$ cat src/rtl/sort_job_pkg.sv
// Shared types and constants for the sort job controller.
// Holds the FSM state encoding and the job-capacity helper.
package sort_job_pkg;

    localparam int SORT_SIZE_ADDR = 4;

    typedef enum logic [2:0] {
        S_IDLE,
        S_LOAD,
        S_SORT_START,
        S_SORT_WAIT,
        S_RD_ADDR,
        S_RD_DATA,
        S_OUT
    } state_t;

    typedef logic [SORT_SIZE_ADDR-1:0] count_t;

    // One RAM slot is kept spare so the element count fits in SIZE_ADDR bits.
    function automatic int n_max(input int size_addr);
        return (1 << size_addr) - 1;
    endfunction

endpackage

$ cat src/rtl/sort_job_wdog.sv
// Watchdog: loadable down-counter with clear/enable; expired while the count is zero.
// Latency: load/decrement take effect on the next clock; expired is combinational on the count.
// Backpressure: none; the counter saturates at zero.
module sort_job_wdog #(
    parameter int WIDTH = 13
) (
    input  logic             clk,
    input  logic             rst,
    input  logic             clr,
    input  logic             load,
    input  logic [WIDTH-1:0] load_val,
    input  logic             en,
    output logic             expired
);

    logic [WIDTH-1:0] cnt;

    always_ff @(posedge clk) begin
        if (rst || clr) begin
            cnt <= '0;
        end else if (load) begin
            cnt <= load_val;
        end else if (en && cnt != '0) begin
            cnt <= cnt - WIDTH'(1);
        end
    end

    assign expired = (cnt == '0);

endmodule

$ cat src/rtl/sort_job_ctrl.sv
// Job controller: loads a stream into RAM, runs the sort engine, streams sorted data out.
// Latency: start 1 cycle after last input; first output 3 cycles after done; 3 cycles/element readback.
// Backpressure: o_in_ready only in IDLE/LOAD; output held stable while o_out_valid && !i_out_ready.
module sort_job_ctrl
    import sort_job_pkg::*;
#(
    parameter int SIZE_ADDR   = 4,
    parameter int SIZE_DATA   = 8,
    parameter int TIMEOUT_CYC = 4096
) (
    input  logic                 i_clk,
    input  logic                 i_rst,
    input  logic                 i_in_valid,
    output logic                 o_in_ready,
    input  logic [SIZE_DATA-1:0] i_in_data,
    input  logic                 i_in_last,
    output logic                 o_out_valid,
    input  logic                 i_out_ready,
    output logic [SIZE_DATA-1:0] o_out_data,
    output logic                 o_out_last,
    output logic                 o_sort_start,
    output logic [SIZE_ADDR-1:0] o_sort_num_elems,
    input  logic                 i_sort_done,
    output logic                 o_ram_sel,
    output logic [SIZE_ADDR-1:0] o_ram_addr,
    output logic [SIZE_DATA-1:0] o_ram_din,
    output logic                 o_ram_wr_en,
    input  logic [SIZE_DATA-1:0] i_ram_dout,
    output logic                 o_busy,
    output logic                 o_err_overflow,
    output logic                 o_err_timeout
);

    localparam logic [SIZE_ADDR-1:0] N_MAX = SIZE_ADDR'(n_max(SIZE_ADDR));
    localparam int WD_W = $clog2(TIMEOUT_CYC + 1);

    state_t               state, state_nxt;
    logic [SIZE_ADDR-1:0] count, count_nxt;
    logic [SIZE_ADDR-1:0] rd_idx, rd_idx_nxt;
    logic [SIZE_DATA-1:0] out_dat, out_dat_nxt;
    logic                 err_ovf, err_ovf_nxt;
    logic                 err_to, err_to_nxt;
    logic                 start_raw;
    logic                 wd_load, wd_en, wd_expired;
    logic                 has_room;
    logic [SIZE_ADDR-1:0] load_cnt;

    assign has_room = (count != N_MAX);
    assign load_cnt = has_room ? count + SIZE_ADDR'(1) : count;

    always_ff @(posedge i_clk) begin
        if (i_rst) begin
            state   <= S_IDLE;
            count   <= '0;
            rd_idx  <= '0;
            out_dat <= '0;
            err_ovf <= 1'b0;
            err_to  <= 1'b0;
        end else begin
            state   <= state_nxt;
            count   <= count_nxt;
            rd_idx  <= rd_idx_nxt;
            out_dat <= out_dat_nxt;
            err_ovf <= err_ovf_nxt;
            err_to  <= err_to_nxt;
        end
    end

    always_comb begin
        state_nxt   = state;
        count_nxt   = count;
        rd_idx_nxt  = rd_idx;
        out_dat_nxt = out_dat;
        err_ovf_nxt = err_ovf;
        err_to_nxt  = err_to;
        o_in_ready  = 1'b0;
        o_out_valid = 1'b0;
        o_out_last  = 1'b0;
        start_raw   = 1'b0;
        o_ram_sel   = 1'b1;
        o_ram_addr  = '0;
        o_ram_din   = '0;
        o_ram_wr_en = 1'b0;
        wd_load     = 1'b0;
        wd_en       = 1'b0;
        case (state)
            S_IDLE, S_LOAD: begin
                o_in_ready = 1'b1;
                rd_idx_nxt = '0;
                if (i_in_valid) begin
                    if (has_room) begin
                        o_ram_wr_en = 1'b1;
                        o_ram_addr  = count;
                        o_ram_din   = i_in_data;
                        count_nxt   = count + SIZE_ADDR'(1);
                    end else begin
                        err_ovf_nxt = 1'b1;
                    end
                    state_nxt = S_LOAD;
                    // A single-element job is already sorted.
                    if (i_in_last) begin
                        state_nxt = (load_cnt[SIZE_ADDR-1:1] != '0) ? S_SORT_START : S_RD_ADDR;
                    end
                end
            end
            S_SORT_START: begin
                o_ram_sel = 1'b0;
                start_raw = 1'b1;
                wd_load   = 1'b1;
                state_nxt = S_SORT_WAIT;
            end
            S_SORT_WAIT: begin
                o_ram_sel = 1'b0;
                wd_en     = 1'b1;
                // Done wins over a same-cycle timeout.
                if (i_sort_done) begin
                    rd_idx_nxt = '0;
                    state_nxt  = S_RD_ADDR;
                end else if (wd_expired) begin
                    err_to_nxt = 1'b1;
                    count_nxt  = '0;
                    state_nxt  = S_IDLE;
                end
            end
            S_RD_ADDR: begin
                o_ram_addr = rd_idx;
                state_nxt  = S_RD_DATA;
            end
            S_RD_DATA: begin
                o_ram_addr  = rd_idx;
                out_dat_nxt = i_ram_dout;
                state_nxt   = S_OUT;
            end
            S_OUT: begin
                o_out_valid = 1'b1;
                o_out_last  = (rd_idx == count - SIZE_ADDR'(1));
                if (i_out_ready) begin
                    if (o_out_last) begin
                        count_nxt = '0;
                        state_nxt = S_IDLE;
                    end else begin
                        rd_idx_nxt = rd_idx + SIZE_ADDR'(1);
                        state_nxt  = S_RD_ADDR;
                    end
                end
            end
            default: state_nxt = S_IDLE;
        endcase
    end

    sort_job_wdog #(.WIDTH(WD_W)) u_wdog (
        .clk      (i_clk),
        .rst      (i_rst),
        .clr      (state == S_IDLE),
        .load     (wd_load),
        .load_val (WD_W'(TIMEOUT_CYC - 1)),
        .en       (wd_en),
        .expired  (wd_expired)
    );

    assign o_sort_start     = start_raw & ~i_rst;
    assign o_sort_num_elems = count;
    assign o_out_data       = out_dat;
    assign o_busy           = (state != S_IDLE);
    assign o_err_overflow   = err_ovf;
    assign o_err_timeout    = err_to;

endmodule

$ cat config.mk
export PLATFORM = sky130hd
export DESIGN_NAME = sort_job_ctrl
export DESIGN_NICKNAME = d
export VERILOG_FILES = /design/src/rtl/sort_job_pkg.sv /design/src/rtl/sort_job_wdog.sv /design/src/rtl/sort_job_ctrl.sv
export SDC_FILE = /design/constraint.sdc
export NUM_CORES = 1
export LEC_CHECK = 0
export BUFFER_PORTS_ARGS = -buffer_cell sky130_fd_sc_hd__buf_2
export CAP_MARGIN = 20
export CELL_PAD_IN_SITES_DETAIL_PLACEMENT = 2
export CELL_PAD_IN_SITES_GLOBAL_PLACEMENT = 2
export CORE_MARGIN = 3
export CORE_UTILIZATION = 33
export CTS_BUF_LIST = sky130_fd_sc_hd__clkbuf_4 sky130_fd_sc_hd__clkbuf_8
export CTS_CLUSTER_SIZE = 10
export DETAILED_ROUTE_END_ITERATION = 6
export HOLD_SLACK_MARGIN = 0.15
export MAX_ROUTING_LAYER = met4
export PLACE_DENSITY = 0.9
export REMOVE_ABC_BUFFERS = 1
export SETUP_SLACK_MARGIN = 0.5
export SYNTH_ARGS = -nofsm -noshare
export SYNTH_HDL_FRONTEND = slang
export SYNTH_HIERARCHICAL = 1
export SYNTH_SLANG_ARGS = --single-unit
$ cat constraint.sdc
create_clock -name i_clk -period 5.95 [get_ports i_clk]
set_clock_uncertainty 0.05 [all_clocks]
set_input_delay 0.595 -clock i_clk [delete_from_list [all_inputs] [get_ports i_clk]]
set_output_delay 0.595 -clock i_clk [all_outputs]
set_load 0.01 [all_outputs]
==> Word-level counts from Yosys, hierarchy flattened <==
Cells that the tools add are included.
{ "totals": {"reg_bits": 34, "in_bits": 22, "elab_cells": 89} }
{ "op_classes": {"add_sub_neg": 4, "n_eq_ne": 17, "mux": 36, "bitwise": 4, "n_reduce_logical": 19} }
{ "op_table": {"columns": ["operator", "count"], "rows": [
  ["4-bit two-way mux", 11],
  ["12-bit two-way mux", 2],
  ["8-bit two-way mux", 3],
  ["4-bit one-hot mux with 3 select lines", 2],
  ["3-bit two-way mux", 7],
  ["3-bit one-hot mux with 6 select lines", 1],
  ["2-bit inequality test, second input constant", 7],
  ["13-bit zero test", 1],
  ["13-bit nonzero test", 1],
  ["13-bit by 1-bit subtractor with 13-bit output, second input constant", 1],
  ["3-bit == test, second input constant", 3],
  ["1-bit two-way mux", 9],
  ["3-bit AND reduction", 3],
  ["3-bit nonzero test", 3],
  ["4-bit by 1-bit adder with 4-bit output, second input constant", 2],
  ["4-bit one-hot mux with 2 select lines", 1],
  ["2-bit OR reduction", 4],
  ["7-bit AND reduction", 1],
  ["3-bit by 2-bit == test with 1-bit output, second input constant", 2],
  ["6-bit AND reduction", 1],
  ["4-bit == test", 1],
  ["4-bit inequality test, second input constant", 1],
  ["4-bit AND reduction", 1],
  ["4-bit by 1-bit subtractor with 4-bit output, second input constant", 1],
  ["9 further kinds", 11]
]} }

==> Depth between registers and ports, before layout <==
{ "logic_depth": {"ltp_word": 7, "ltp_mapped": 8} }

==> Hierarchy <==
Netlist, hierarchy kept.
{ "modules_own_cells": {"columns": ["mod", "instances", "cells_each", "area_each_um2", "seq_area_each_um2"], "rows": [
  ["sort_job_ctrl", 1, 175, 1338.8, 420.4],
  ["sort_job_wdog", 1, 93, 788.3, 260.2]
]} }

==> Worst setup path before layout <==
OpenSTA, ideal clock, no wires.
{ "synth_timing": {"kind": "reg-to-reg", "start": "register state[1]", "end": "register u_wdog.cnt[9]", "setup_ns": 0.074, "arrival_ns": 2.320, "slack_ns": 3.505, "stages_incl_launch_ff": 8, "n_path_buf": 1, "period_less_slack_ns": 2.445, "cell_sequence": "dfxtp_1 > buf_2 > nor2b_1 > and2_1 > or4b_4 > a311o_1 > or4_1 > a31oi_1"} }
{ "synth_between": {"elab_chain_cells": 4} }
{ "synth_lines": {"columns": ["item", "line_no", "text"], "rows": [
  ["start: declaration", "sort_job_ctrl.sv:37", "state_t state, state_nxt;"],
  ["start signal: assignment", "sort_job_ctrl.sv:60", "state <= state_nxt;"],
  ["3-bit by 2-bit == test with 1-bit output", "sort_job_ctrl.sv:86", "case (state)"],
  ["1-bit two-way mux", "sort_job_ctrl.sv:86", null],
  ["net wd_en", "sort_job_ctrl.sv:44", "logic wd_load, wd_en, wd_expired;"],
  ["1-bit logical AND", "sort_job_wdog.sv:23", "end else if (en && cnt != '0) begin"],
  ["2-bit nonzero test (no line)", null, null],
  ["end signal: assignment", "sort_job_wdog.sv:22", "cnt <= load_val;"],
  ["end signal: assignment", "sort_job_wdog.sv:24", "cnt <= cnt - WIDTH'(1);"],
  ["end: declaration", "sort_job_wdog.sv:16", "logic [WIDTH-1:0] cnt;"]
]} }
The timed path passes the listed nets, and every way through them passes these cells.
A chain may end at the register's enable or synchronous reset.

==> Worst setup path after layout <==
{ "layout_timing": {"start": "register count[0], in the netlist o_sort_num_elems[0]", "end": "output o_ram_addr[3]"} }
{ "layout_between": {"elab_chain_cells": 4} }
{ "layout_lines": {"columns": ["item", "line_no", "text"], "rows": [
  ["start: declaration", "sort_job_ctrl.sv:38", "logic [SIZE_ADDR-1:0] count, count_nxt;"],
  ["start signal: assignment", "sort_job_ctrl.sv:61", "count <= count_nxt;"],
  ["4-bit inequality test", "sort_job_ctrl.sv:48", "assign has_room = (count != N_MAX);"],
  ["4-bit two-way mux", "sort_job_ctrl.sv:91", "if (has_room) begin"],
  ["4-bit two-way mux", "sort_job_ctrl.sv:90", "if (i_in_valid) begin"],
  ["4-bit one-hot mux with 2 select lines", "sort_job_ctrl.sv:86", null],
  ["end: declaration", "sort_job_ctrl.sv:25", "output logic [SIZE_ADDR-1:0] o_ram_addr,"]
]} }
No other way between the ends.

==> summary.md <==
Placement
- area after detailed placement: 2440 sq um
- number of port buffers: 54
- detailed-placement wirelength estimate: 5.13 mm
- final weighted congestion in routability-driven placement: 0.766
- number of cells after detailed placement: 391
- Post-Place Setup Slack: 3.00 ns

Floorplan
- Core Region: 6100 sq um
- num rows: 28
- full die area: 7450 sq um
- overall die width: 86.3 microns
- Die Span Y: 86.3 microns
- count of pins on the block boundary: 55
- Initial Utilization: 0.349

Final layout
- post-route cell area: 2530 sq um
- most frequent standard cell in the layout excluding fill and tap cells: sky130_fd_sc_hd__buf_2
- area taken by flip-flops and latches: 681 sq um
- Final Non-Filler Cells: 399
- post-route core utilization: 0.415
- fraction of final layout cells sized beyond drive strength 1: 0.219
- Final Net Count: 350
- Multi-input gate area: 1340 sq um
- antenna diode count: 0
- most frequent cells in the layout: sky130_fd_sc_hd__buf_2, sky130_fd_sc_hd__dfxtp_1, sky130_fd_sc_hd__a21oi_1
- Filler Cell Count: 735
- Area growth syn-to-layout: 19.1%

CTS
- number of H-tree levels: 2
- Clock transition at path regs: 0.08 ns
- number of buffers inserted by post-CTS setup repair: 0
- library cell used as clock root buffer: sky130_fd_sc_hd__clkbuf_8
- cts-stage hold buffer count: 0
- clock insertion delay at the later pin of the skew report: 0.30 ns
- quantity of gates resized following cts: 0
- clock buffer count from CTS: 5
- Bufs on Longest Clock Path: 2
- Sinks on Clock Net: 34
- TritonCTS clock tree: yes

Timing
- max-slew violations: 0
- RSZ-0062 raised after global routing: false
- Period minus WS final: 3.09 ns
- Slew HR: 0.338
- final number of hold-violating endpoints: 0
- final number of setup-violating endpoints: 0
- worst setup slack after layout: 2.86 ns
- worst hold margin: 0.407 ns
- post-route fraction of the period consumed by the critical path: 0.520
- highest attainable clock frequency: 0.323 GHz
- final total negative setup slack: 0 ns
- Worst Tran Pin Value: 0.990 ns

Worst setup path
- Req. time, crit path: 5.31 ns
- R2R setup slack: 2.86 ns
- origin of the critical flop-to-flop path: state[1]$_SDFFE_PP0P_
- R2R Path End: u_wdog/cnt[9]$_SDFFE_PP0P_
- WS Path Type: flop to output pin
- Max Fanout on Critical Path: 14
- path depth of the worst reg2reg path: 6
- kind of start point of the critical path: flop
- critical path endpoint category: output pin
- signal arrival time at the worst endpoint: 2.45 ns

GRT
- number of antenna violations at the first check in global routing: 0
- total grt overflow: 0
- via count of the first global-routing pass: 2403
- global routing usage summed across all routing layers: 0.224
- first-pass GRT wire length: 12.9 mm
- maximum number of pins on one net before global-route repair: 28

Outcome
- outcome: complete, no violations

Logic synthesis
- Synth async-reset ratio: 0
- netlist area before placement: 2130 sq um
- ys flop type: sky130_fd_sc_hd__dfxtp_1
- average size of a mapped cell: 7.94 sq um
- synthesized instance count: 268
- Ys Warns: 6
- Yosys cell types: 59
- register area share after synthesis: 0.320
- Seq cells post-synth: 34
- number of enable-type register cells in the synthesized netlist: 0

Routing
- Remaining DRCs: 0
- Detailed Route Iter0 Violations: 87
- vias per std cell: 5.72
- Vias: 2281
- number of detailed-route iterations in the first pass: 4
- routed len/inst: 20.1 microns
- sum of routed wire length over all layers: 8.02 mm
- Routed Antenna Nets: 0

Power
- reported leakage power: 1.03 nW
- Max IR drop VDD: 127 uV
- power density cells: 388 nW/um^2
- Final Power: 983 uW

Min path
- class of the most critical hold timing path: flop to flop
- worst hold path endpoint: o_out_data[4]$_SDFFE_PP0P_
- HP Start: o_out_data[4]$_SDFFE_PP0P_
- worst hold stages: 2

Run
- # Max-Cap Violations: 0

==> flip-flops by register name, indices dropped and copies added, names as in the netlist <==
| register | count |
|---|---|
| u_wdog/cnt | 13 |
| o_out_data | 8 |
| o_sort_num_elems | 4 |
| rd_idx | 4 |
| state | 3 |
| o_err_overflow | 1 |
| o_err_timeout | 1 |
==> power breakdown <==
group / switching (mW) / leakage (nW) / internal, mW / total, mW
Combinational: 0.282 / 0.711 / 0.172 / 0.454
Sequential: 0.0821 / 0.275 / 0.256 / 0.338
Clock: 0.0976 / 0.0472 / 0.0933 / 0.191
Total: 0.462 / 1.03 / 0.521 / 0.983
==> worst max-delay path, stage by stage (launching register included) <==
cell and delay, ns:
sky130_fd_sc_hd__dfxtp_1 0.46, sky130_fd_sc_hd__ha_1 0.34, sky130_fd_sc_hd__and3_1 0.25, sky130_fd_sc_hd__nor2_1 0.68, sky130_fd_sc_hd__a22o_1 0.28, sky130_fd_sc_hd__buf_2 0.15
==> area by class of cell <==
| cell class | count | share of cell area |
|---|---|---|
| tap | 75 | 0.0371 |
| clock inverter | 2 | 0.00494 |
| inverter | 12 | 0.0178 |
| sequential | 34 | 0.269 |
| clock buffer | 6 | 0.0326 |
| timing repair buffer | 55 | 0.110 |
| multi-input combinational | 215 | 0.529 |
==> synth_stat cells, types with 6 or more instances <==
library cell	count	area, sq um
sky130_fd_sc_hd__dfxtp_1	34	681
sky130_fd_sc_hd__nand3_1	15	75.1
sky130_fd_sc_hd__a31oi_1	7	43.8
sky130_fd_sc_hd__clkbuf_1	7	26.3
sky130_fd_sc_hd__inv_1	12	45.0
sky130_fd_sc_hd__or3_1	6	37.5
sky130_fd_sc_hd__a21oi_1	24	120
sky130_fd_sc_hd__nand2_1	20	75.1
sky130_fd_sc_hd__nor2_1	17	63.8
sky130_fd_sc_hd__o21ai_0	22	110
sky130_fd_sc_hd__and2_1	9	56.3
sky130_fd_sc_hd__a211oi_1	7	52.6
==> kinds of logic (layout without fill, tap and decap cells) <==
kind of cell | after synthesis | in the layout | share of synthesized area
DFF | 34 | 34 | 0.320
AOI/OAI and AO/OA | 86 | 86 | 0.261
and+or+nand+nor | 98 | 98 | 0.254
adders and majority gates | 5 | 5 | 0.0294
xor gates and xnor gates | 9 | 9 | 0.0441
other | 2 | 13 | 0.00353
muxes | 4 | 4 | 0.0194
buffers and inverters | 30 | 75 | 0.0694
==> worst max-delay path by stage <==
stage                                      from                         end  slack (ns)  depth (start not counted)
3_3_place_gp              state[0]$_SDFFE_PP0P_  u_wdog/cnt[9]$_SDFFE_PP0P_        3.14                          5
3_5_place_dp              state[1]$_SDFFE_PP0P_  u_wdog/cnt[9]$_SDFFE_PP0P_        3.00                          6
6_report       o_sort_num_elems[0]$_SDFFE_PP0P_               o_ram_addr[3]        2.86                          5
4_1_cts        o_sort_num_elems[0]$_SDFFE_PP0P_               o_ram_addr[3]        2.84                          5
2_1_floorplan             state[1]$_SDFFE_PP0P_  u_wdog/cnt[9]$_SDFFE_PP0P_        3.36                          6
5_1_grt                   state[1]$_SDFFE_PP0P_  u_wdog/cnt[9]$_SDFFE_PP0P_        2.68                          6
==> per-layer routing <==
| metal | vias to the layer above | routed length [microns] | global-route usage | share of wire |
|---|---|---|---|---|
| met4 | 0 | 221 | 0.0680 | 0.028 |
| li1 | 1071 | - | - | - |
| met3 | 21 | 338 | 0.0418 | 0.042 |
| met2 | 67 | 3890 | 0.381 | 0.48 |
| met1 | 1122 | 3570 | 0.269 | 0.45 |
| met5 | - | 0 | - | 0 |
No activity file was read; power rests on OpenSTA's default activity.
